$ cat config.mk
export PLATFORM = sky130hd
export DESIGN_NAME = int_reg_file64
export DESIGN_NICKNAME = d
export VERILOG_FILES = /design/src/rtl/alu_pkg.sv /design/src/rtl/status_flag_reg.sv /design/src/rtl/int_reg_file64.sv
export SDC_FILE = /design/constraint.sdc
export NUM_CORES = 2
export LEC_CHECK = 0
export CORE_ASPECT_RATIO = 0.8
export CORE_MARGIN = 4
export CORE_UTILIZATION = 55
export DETAILED_ROUTE_END_ITERATION = 12
export GPL_ROUTABILITY_DRIVEN = 1
export HOLD_SLACK_MARGIN = 0.02
export PLACE_DENSITY = 0.72
export SLEW_MARGIN = 20
export SYNTH_ARGS = -nofsm -noshare
export SYNTH_HDL_FRONTEND = slang
export SYNTH_HIERARCHICAL = 1
export SYNTH_SLANG_ARGS = --single-unit
$ cat constraint.sdc
create_clock -name clk -period 3.7 [get_ports clk]
set_input_delay 0.74 -clock clk [delete_from_list [all_inputs] [get_ports clk]]
set_output_delay 0.74 -clock clk [all_outputs]
set_load 0.05 [all_outputs]
$ cat src/rtl/alu_pkg.sv
// Shared definitions for the 64-bit ALU datapath.
//   DATA_W      - datapath width used by the ALU and its register file
//   alu_op_e    - 5-bit ALU opcodes 5'b00000..5'b11000
//   FLAG_*      - bit positions of N/Z/C/V inside a packed 4-bit flag vector
package alu_pkg;

  localparam int DATA_W = 64;

  typedef enum logic [4:0] {
    OP_ADD   = 5'b00000,
    OP_ADDC  = 5'b00001,
    OP_SUB   = 5'b00010,
    OP_SUBC  = 5'b00011,
    OP_SUBR  = 5'b00100,
    OP_SUBRC = 5'b00101,
    OP_AND   = 5'b00110,
    OP_OR    = 5'b00111,
    OP_XOR   = 5'b01000,
    OP_NAND  = 5'b01001,
    OP_NOR   = 5'b01010,
    OP_XNOR  = 5'b01011,
    OP_NOTR  = 5'b01100,
    OP_PASSR = 5'b01101,
    OP_PASSS = 5'b01110,
    OP_INC   = 5'b01111,
    OP_DEC   = 5'b10000,
    OP_SHL   = 5'b10001,
    OP_SHR   = 5'b10010,
    OP_SAR   = 5'b10011,
    OP_ROL   = 5'b10100,
    OP_ROR   = 5'b10101,
    OP_SOL   = 5'b10110,
    OP_SOR   = 5'b10111,
    OP_ZERO  = 5'b11000
  } alu_op_e;

  localparam int FLAG_N = 3;
  localparam int FLAG_Z = 2;
  localparam int FLAG_C = 1;
  localparam int FLAG_V = 0;

endpackage

$ cat src/rtl/status_flag_reg.sv
// Enabled flag register with asynchronous active-low clear.
// Ports:
//   clk      - rising-edge clock
//   rst_n    - asynchronous active-low clear
//   i_ld     - load enable; register holds when low
//   i_d      - flag inputs (packed, FLAG_* ordering for ALU status)
//   o_q      - registered flags
module status_flag_reg
  import alu_pkg::*;
#(
  parameter int W = 4
) (
  input  logic         clk,
  input  logic         rst_n,
  input  logic         i_ld,
  input  logic [W-1:0] i_d,
  output logic [W-1:0] o_q
);

  logic [W-1:0] r_q;

  always_ff @(posedge clk or negedge rst_n) begin
    if (!rst_n) begin
      r_q <= '0;
    end else if (i_ld) begin
      r_q <= i_d;
    end
  end

  assign o_q = r_q;

endmodule

$ cat src/rtl/int_reg_file64.sv
// Integer register file feeding the ALU R/S operands and capturing ALU Y.
// Ports:
//   clk, reset_n          - clock and asynchronous active-low reset
//   W_En, W_Addr, WR      - synchronous write port (1-cycle latency)
//   R_Addr/R, S_Addr/S    - two combinational read ports
//   Flag_Ld, N/Z/C/V_in   - status register load
//   N, Z, C, V            - registered status flags
//   Wr_Zero_Err           - sticky: write to register 0 attempted (ZERO_REG=1)
// With BYPASS=1 a write in flight is forwarded to a matching read port in the
// same cycle; with ZERO_REG=1 address 0 is never written nor forwarded.
module int_reg_file64
  import alu_pkg::*;
#(
  parameter int DW       = DATA_W,
  parameter int NUM_REGS = 32,
  parameter int ADDR_W   = 5,
  parameter int ZERO_REG = 1,
  parameter int BYPASS   = 1
) (
  input  logic              clk,
  input  logic              reset_n,
  input  logic              W_En,
  input  logic [ADDR_W-1:0] W_Addr,
  input  logic [DW-1:0]     WR,
  input  logic [ADDR_W-1:0] R_Addr,
  input  logic [ADDR_W-1:0] S_Addr,
  output logic [DW-1:0]     R,
  output logic [DW-1:0]     S,
  input  logic              Flag_Ld,
  input  logic              N_in,
  input  logic              Z_in,
  input  logic              C_in,
  input  logic              V_in,
  output logic              N,
  output logic              Z,
  output logic              C,
  output logic              V,
  output logic              Wr_Zero_Err
);

  localparam bit ZERO_EN = (ZERO_REG != 0);
  localparam bit BYP_EN  = (BYPASS != 0);

  logic [DW-1:0] r_regs [NUM_REGS];
  logic          r_wr_zero_err;

  logic          w_wr_zero;
  logic          w_wr_ok;
  logic          w_byp_r;
  logic          w_byp_s;
  logic          w_r_zero;
  logic          w_s_zero;
  logic [3:0]    w_flags_in;
  logic [3:0]    w_flags_q;

  assign w_wr_zero = ZERO_EN && (W_Addr == '0);
  assign w_wr_ok   = W_En && !w_wr_zero;

  always_ff @(posedge clk or negedge reset_n) begin
    if (!reset_n) begin
      for (int i = 0; i < NUM_REGS; i++) begin
        r_regs[i] <= '0;
      end
    end else if (w_wr_ok) begin
      r_regs[W_Addr] <= WR;
    end
  end

  always_ff @(posedge clk or negedge reset_n) begin
    if (!reset_n) begin
      r_wr_zero_err <= 1'b0;
    end else if (W_En && w_wr_zero) begin
      r_wr_zero_err <= 1'b1;
    end
  end

  // Forwarding uses w_wr_ok so a blocked write (register 0) never leaks to
  // the read ports; reset_n gates it because no write happens during reset.
  assign w_byp_r  = BYP_EN && reset_n && w_wr_ok && (W_Addr == R_Addr);
  assign w_byp_s  = BYP_EN && reset_n && w_wr_ok && (W_Addr == S_Addr);
  assign w_r_zero = ZERO_EN && (R_Addr == '0);
  assign w_s_zero = ZERO_EN && (S_Addr == '0);

  always_comb begin
    R = r_regs[R_Addr];
    if (w_r_zero) begin
      R = '0;
    end else if (w_byp_r) begin
      R = WR;
    end
  end

  always_comb begin
    S = r_regs[S_Addr];
    if (w_s_zero) begin
      S = '0;
    end else if (w_byp_s) begin
      S = WR;
    end
  end

  always_comb begin
    w_flags_in         = '0;
    w_flags_in[FLAG_N] = N_in;
    w_flags_in[FLAG_Z] = Z_in;
    w_flags_in[FLAG_C] = C_in;
    w_flags_in[FLAG_V] = V_in;
  end

  status_flag_reg #(.W(4)) u_status (
    .clk   (clk),
    .rst_n (reset_n),
    .i_ld  (Flag_Ld),
    .i_d   (w_flags_in),
    .o_q   (w_flags_q)
  );

  assign N           = w_flags_q[FLAG_N];
  assign Z           = w_flags_q[FLAG_Z];
  assign C           = w_flags_q[FLAG_C];
  assign V           = w_flags_q[FLAG_V];
  assign Wr_Zero_Err = r_wr_zero_err;

endmodule

# After elaboration in Yosys (flattened, before gate mapping)
# Index checks and enable logic that the tools add are counted.
# Widths: inputs -> output; s select.
[word_totals]
reg_bits = 2053
output_inout_bits = 133
[op_classes]
magnitude_cmp = 4
n_eq_ne = 2
mux = 13
n_bitwise = 3
n_reduce_logical = 10
[op_table]
columns = ["cell", "n"]
rows = [
  ["$bwmux 2048", 1],
  ["$bmux 64 s5", 2],
  ["$mux 64", 9],
  ["$demux 64 s5", 1],
  ["$ge 6x6->1 const B", 3],
  ["$not 5->6", 3],
  ["$logic_not 5->1", 3],
  ["$eq 5x5->1", 2],
  ["$logic_and 1x1->1", 6],
  ["$lt 6x1->1 const B", 1],
  ["$logic_not 1->1", 1],
]

# Longest topological paths before layout
[depth]
depth_word = 7
depth_mapped = 11
depth_no_buf = 6

# Modules after synthesis
# Netlist, hierarchy kept.
[modules_own_cells]
columns = ["module", "instances", "cells_each", "area_each_um2", "seq_area_each_um2"]
rows = [
  ["int_reg_file64", 1, 7256, 109714.0, 51274.2],
  ["status_flag_reg", 1, 8, 145.1, 100.1],
]

# Worst setup path after synthesis
# Ideal clock, no wire load.
[synth_timing]
path_type = "input to output"
start = "in R_Addr[0]"
end = "out R[54]"
t_arrival_ps = 3219
required_ps = 2960
slack_ps = -259
cell_stages = 11
path_buffers = 5
path_cell_list = "buf_6 > buf_6 > buf_6 > buf_8 > buf_4 > mux2i_1 > a221oi_1 > o21ai_0 > nand2_1 > a22oi_1 > o21ai_0"
[synth_via]
elab_chain_cells = 6
[synth_lines]
columns = ["item", "line", "text"]
rows = [
  ["start, declared", "int_reg_file64.sv:25", "input logic [ADDR_W-1:0] R_Addr,"],
  ["$not 5->6 (implied by the code)", "int_reg_file64.sv:85", "R = r_regs[R_Addr];"],
  ["$bmux 64 s5", "int_reg_file64.sv:85", ""],
  ["$mux 64 (implied by the code) (2 in a row)", "int_reg_file64.sv:85", ""],
  ["$mux 64", "int_reg_file64.sv:88", "end else if (w_byp_r) begin"],
  ["$mux 64 (*)", "int_reg_file64.sv:86", "if (w_r_zero) begin"],
  ["end, declared", "int_reg_file64.sv:27", "output logic [DW-1:0] R,"],
]
# Mark *: on every way between the ends. The rest lies on a longest branch, timed or not. The select of a mux whose other input is x is not followed.

# Worst setup path after layout
[layout_timing]
start = "in R_Addr[0]"
end = "out R[52]"
# The elaborated chain is that of the path after synthesis.

==> impl_results.md <==
- WP data required: between 2 and 3 ns
- Number of synthesized flops with an enable pin: 0
- Area after DPL: between 100,000 and 150,000 um^2
- Crit path max-delay cell type: nor3_4
- TritonCTS clock tree: done
- H-tree Lvls: 4
- Core area: a little under 200,000 um^2
- Cell Rows: roughly 150
- Crit Path Category: input pin to output pin
- First-pass GRT wire length: about 540,000 um
- Chip Width: around 510 um
- RR Endpoint: r_regs[1561]$_DFFE_PN0P_
- Top post-synthesis cells by area: dfrtp_1 (47%), mux4_2 (21%), mux2_2 (20%), mux2i_1 (2.8%), clkbuf_1 (2.0%)
- Leakage Power: ~57 nW
- Sink Count: between 2k and 2.5k
- Root buffer cell: clkbuf_16
- Power per cell area: approximately 520 nW/um^2
- Final Cycle Share: 101%
- Worst EP arrival: about 3.0 ns
- Gp weighted congestion: about 0.86
- Synth async-reset ratio: 100%
- Worst Setup Start Kind: input pin
- CTS buffer count: 204
- Layout Cell Area excl Fill: 132,000 um^2
- Final setup violation count: 6
- Starting density of the core: 55.4%
- DR iter-0 viols: 9,424
- WP depth: 11
- Half-perimeter wire length after placement: 223,000 um
- Max Clk Rate: 0.268 GHz
- Via count: between 70k and 80k
- Filler cell count: 13.3k
- Final ANT Viol Nets: 0
- Bufs and invs on worst path: 6
- Worst path cell trace: clkbuf_16 > clkbuf_16 > buf_12 > xor2_1 > nor3_2 > and3_4 > buf_12 > buf_16 > nor3_2 > nor3_4 > buf_6
- Layout cells sized above 1: between 50% and 60%
- RSZ-0062 raised after global routing: yes
- Primary FF master, synth: dfrtp_1
- Yosys Warn Count: 6
- Vias in the first global route: 76.7k
- Pins Over Slew Limit: 0
- DR pass1 iterations: 5
- CP max stage delay: 0.38 ns
- DR WL/cell: ~36 um
- Slew @ Worst Pin: between 1 and 1.5 ns
- Post-Syn Area: around 110,000 um^2
- Die Y: 408 um
- Yosys cell types: 58
- Grt ovf: 0
- Total power: just under 70 mW
- Place WS: -0.576 ns
- Vias per std cell: around 7
- #FFs+latches synth: a little over 2k
- Latest clock arrival within the worst-skew pair: approximately 0.9 ns
- Initial antenna violation count: 8
- Cell taking the most area after synthesis: dfrtp_1
- IO Pins: between 200 and 250
- WHS: about 0.0034 ns
- Pin count of the biggest net entering global routing: roughly 170
- Clock Skews: 0 ns
- Worst R2R Setup Slack: 2.70 ns
- Drt drc: 0
- Commonest cells in the netlist: dfrtp_1 (2,053), mux2_2 (1,982), mux4_2 (1,032)
- Syn Inst Count: between 7k and 8k
- CP delay by family, top: buffers and inverters
- Die area: slightly above 200,000 um^2
- Largest vdd supply drop: just over 0.0005 V
- Reg area: about 50,000 um^2
- IO buf count: between 200 and 250
- Capture point of the worst path: R[52]
- Avg Synthesized Cell Area: 15.1 um^2
- Bufs on Longest Clock Path: 3
- Failing checks: negative setup slack
- Final min period: approximately 3.7 ns
- Hold Path Class: input pin to asynchronous set/reset pin
- Final cell count without fillers: approximately 11k
- Relative slew slack: approximately 30%
- CP Launch Point: R_Addr[0]
- Count leader, synth: dfrtp_1
- Clk slew on worst S/H paths: approximately 0.06 ns
- Outcome: complete, but fails checks
- Final worst slack: -0.0266 ns
- Setup crit end kind: output pin
- Multi-input gate area: around 56,000 um^2
- Final Hold Viols: 0
- R2r worst-path depth: 3
- Syn Nets: approximately 7.4k
- Crit Path Max Fanout: 11
- Total Routing Usage GR: a little over a third
- Area growth, synth to finish: 20.2%
- NumNets Final: just under 8k
- DP Cell Count: approximately 10k
- Yosys top cell area share: 46.8%
- Sequential element share of the synthesized area: 46.8%
- Total of max-cap violations: 0
- WL final: between 300,000 and 400,000 um
- FF-to-FF Start: r_regs[1561]$_DFFE_PN0P_
kinds of logic (layout without fill, tap and decap cells):
kind of cell,count (synthesis),after routing,synth area share (%)
AOI/OAI and AO/OA,551,551,3.49
xor gates and xnor gates,10,10,0.0797
buffers and inverters,862,1487,3.54
DFF,2053,2053,46.8
muxes,3323,3323,44.3
other,0,3,0
and+or+nand+nor,465,465,1.84
worst min path at each step:
stage | startpoint | to | slack (ns) | cells past startpoint
floorplan | reset_n | Wr_Zero_Err$_DFFE_PN0P_ | 0.44 | 0
CTS | reset_n | r_regs[859]$_DFFE_PN0P_ | 0.08 | 2
global placement | r_regs[2005]$_DFFE_PN0P_ | r_regs[2005]$_DFFE_PN0P_ | 0.38 | 0
detailed placement | r_regs[2002]$_DFFE_PN0P_ | r_regs[2002]$_DFFE_PN0P_ | 0.38 | 0
finish | reset_n | r_regs[859]$_DFFE_PN0P_ | 0.003 | 2
global route | reset_n | r_regs[75]$_DFFE_PN0P_ | 0.10 | 2
per-layer routing:
metal | part of all wire (%) | global-route usage, %
met5 | 0.011 | 0
met1 | 38 | 49.0
met2 | 46 | 54.4
met4 | 5.6 | 16.5
met3 | 10 | 9.10
sequential cells by signal, summed over array words and instances, names as in the netlist:
name,count
Wr_Zero_Err,1
r_regs,2048
u_status/o_q,4
where the power goes:
| group | switching, mW | total (mW) | leakage, nW | internal [mW] |
|---|---|---|---|---|
| sequential | 3.32 | 30.0 | 26.3 | 26.7 |
| combinational | 7.13 | 16.9 | 27.5 | 9.77 |
| clock | 9.56 | 22.4 | 3.52 | 12.8 |
| total | 20.0 | 69.3 | 57.3 | 49.3 |
repair_timing:
| item | CTS | global route |
|---|---|---|
| hold buffers | 1 | 0 |
| endpoints found under the hold margin | 52 | 0 |
| cloned | 19 | 17 |
| buffers inserted | 75 | 43 |
| gates resized for setup | 237 | 181 |
| endpoints found under the setup margin | 124 | 109 |
| pin swaps | 30 | 67 |
layout make-up:
cell class / count / share of cell area [%]
clock inverters: 91 / 1.05
well taps: 2664 / 2.52
repair buffers: 1103 / 10.4
diodes: 3 / 0.00568
flip-flops and latches: 2053 / 38.9
clock buffers: 286 / 4.43
inverters: 7 / 0.0597
multi-input cells: 4349 / 42.6
placed cells by master, fill, tap and decap left out, types with 26 or more instances in the layout:
master and instances:
a221o_1 36, o21ai_0 62, a21oi_1 37, a221oi_2 33, clkbuf_8 45, buf_16 43, mux2i_1 307, clkinv_2 37
o21ai_1 43, buf_12 291, mux2_2 1982, buf_6 74, a221oi_1 30, clkbuf_16 221, a22oi_2 29, mux4_2 1032
o22ai_1 40, clkbuf_1 38, nor3_2 26, nand2_1 195, nor2_1 79, a31oi_1 32, dfrtp_1 2053, clkdlybuf4s50_1 74
buf_4 578
stage by stage:
stage	util (%)	TNS, ns
after detailed placement	61.0	-21.23
after CTS	65.9	-1.12
after global placement	61.0	-22.31
after floorplan	-	0
after global routing	66.6	-0.660
final	66.6	-0.0593
No activity file was read; power rests on OpenSTA's default activity.
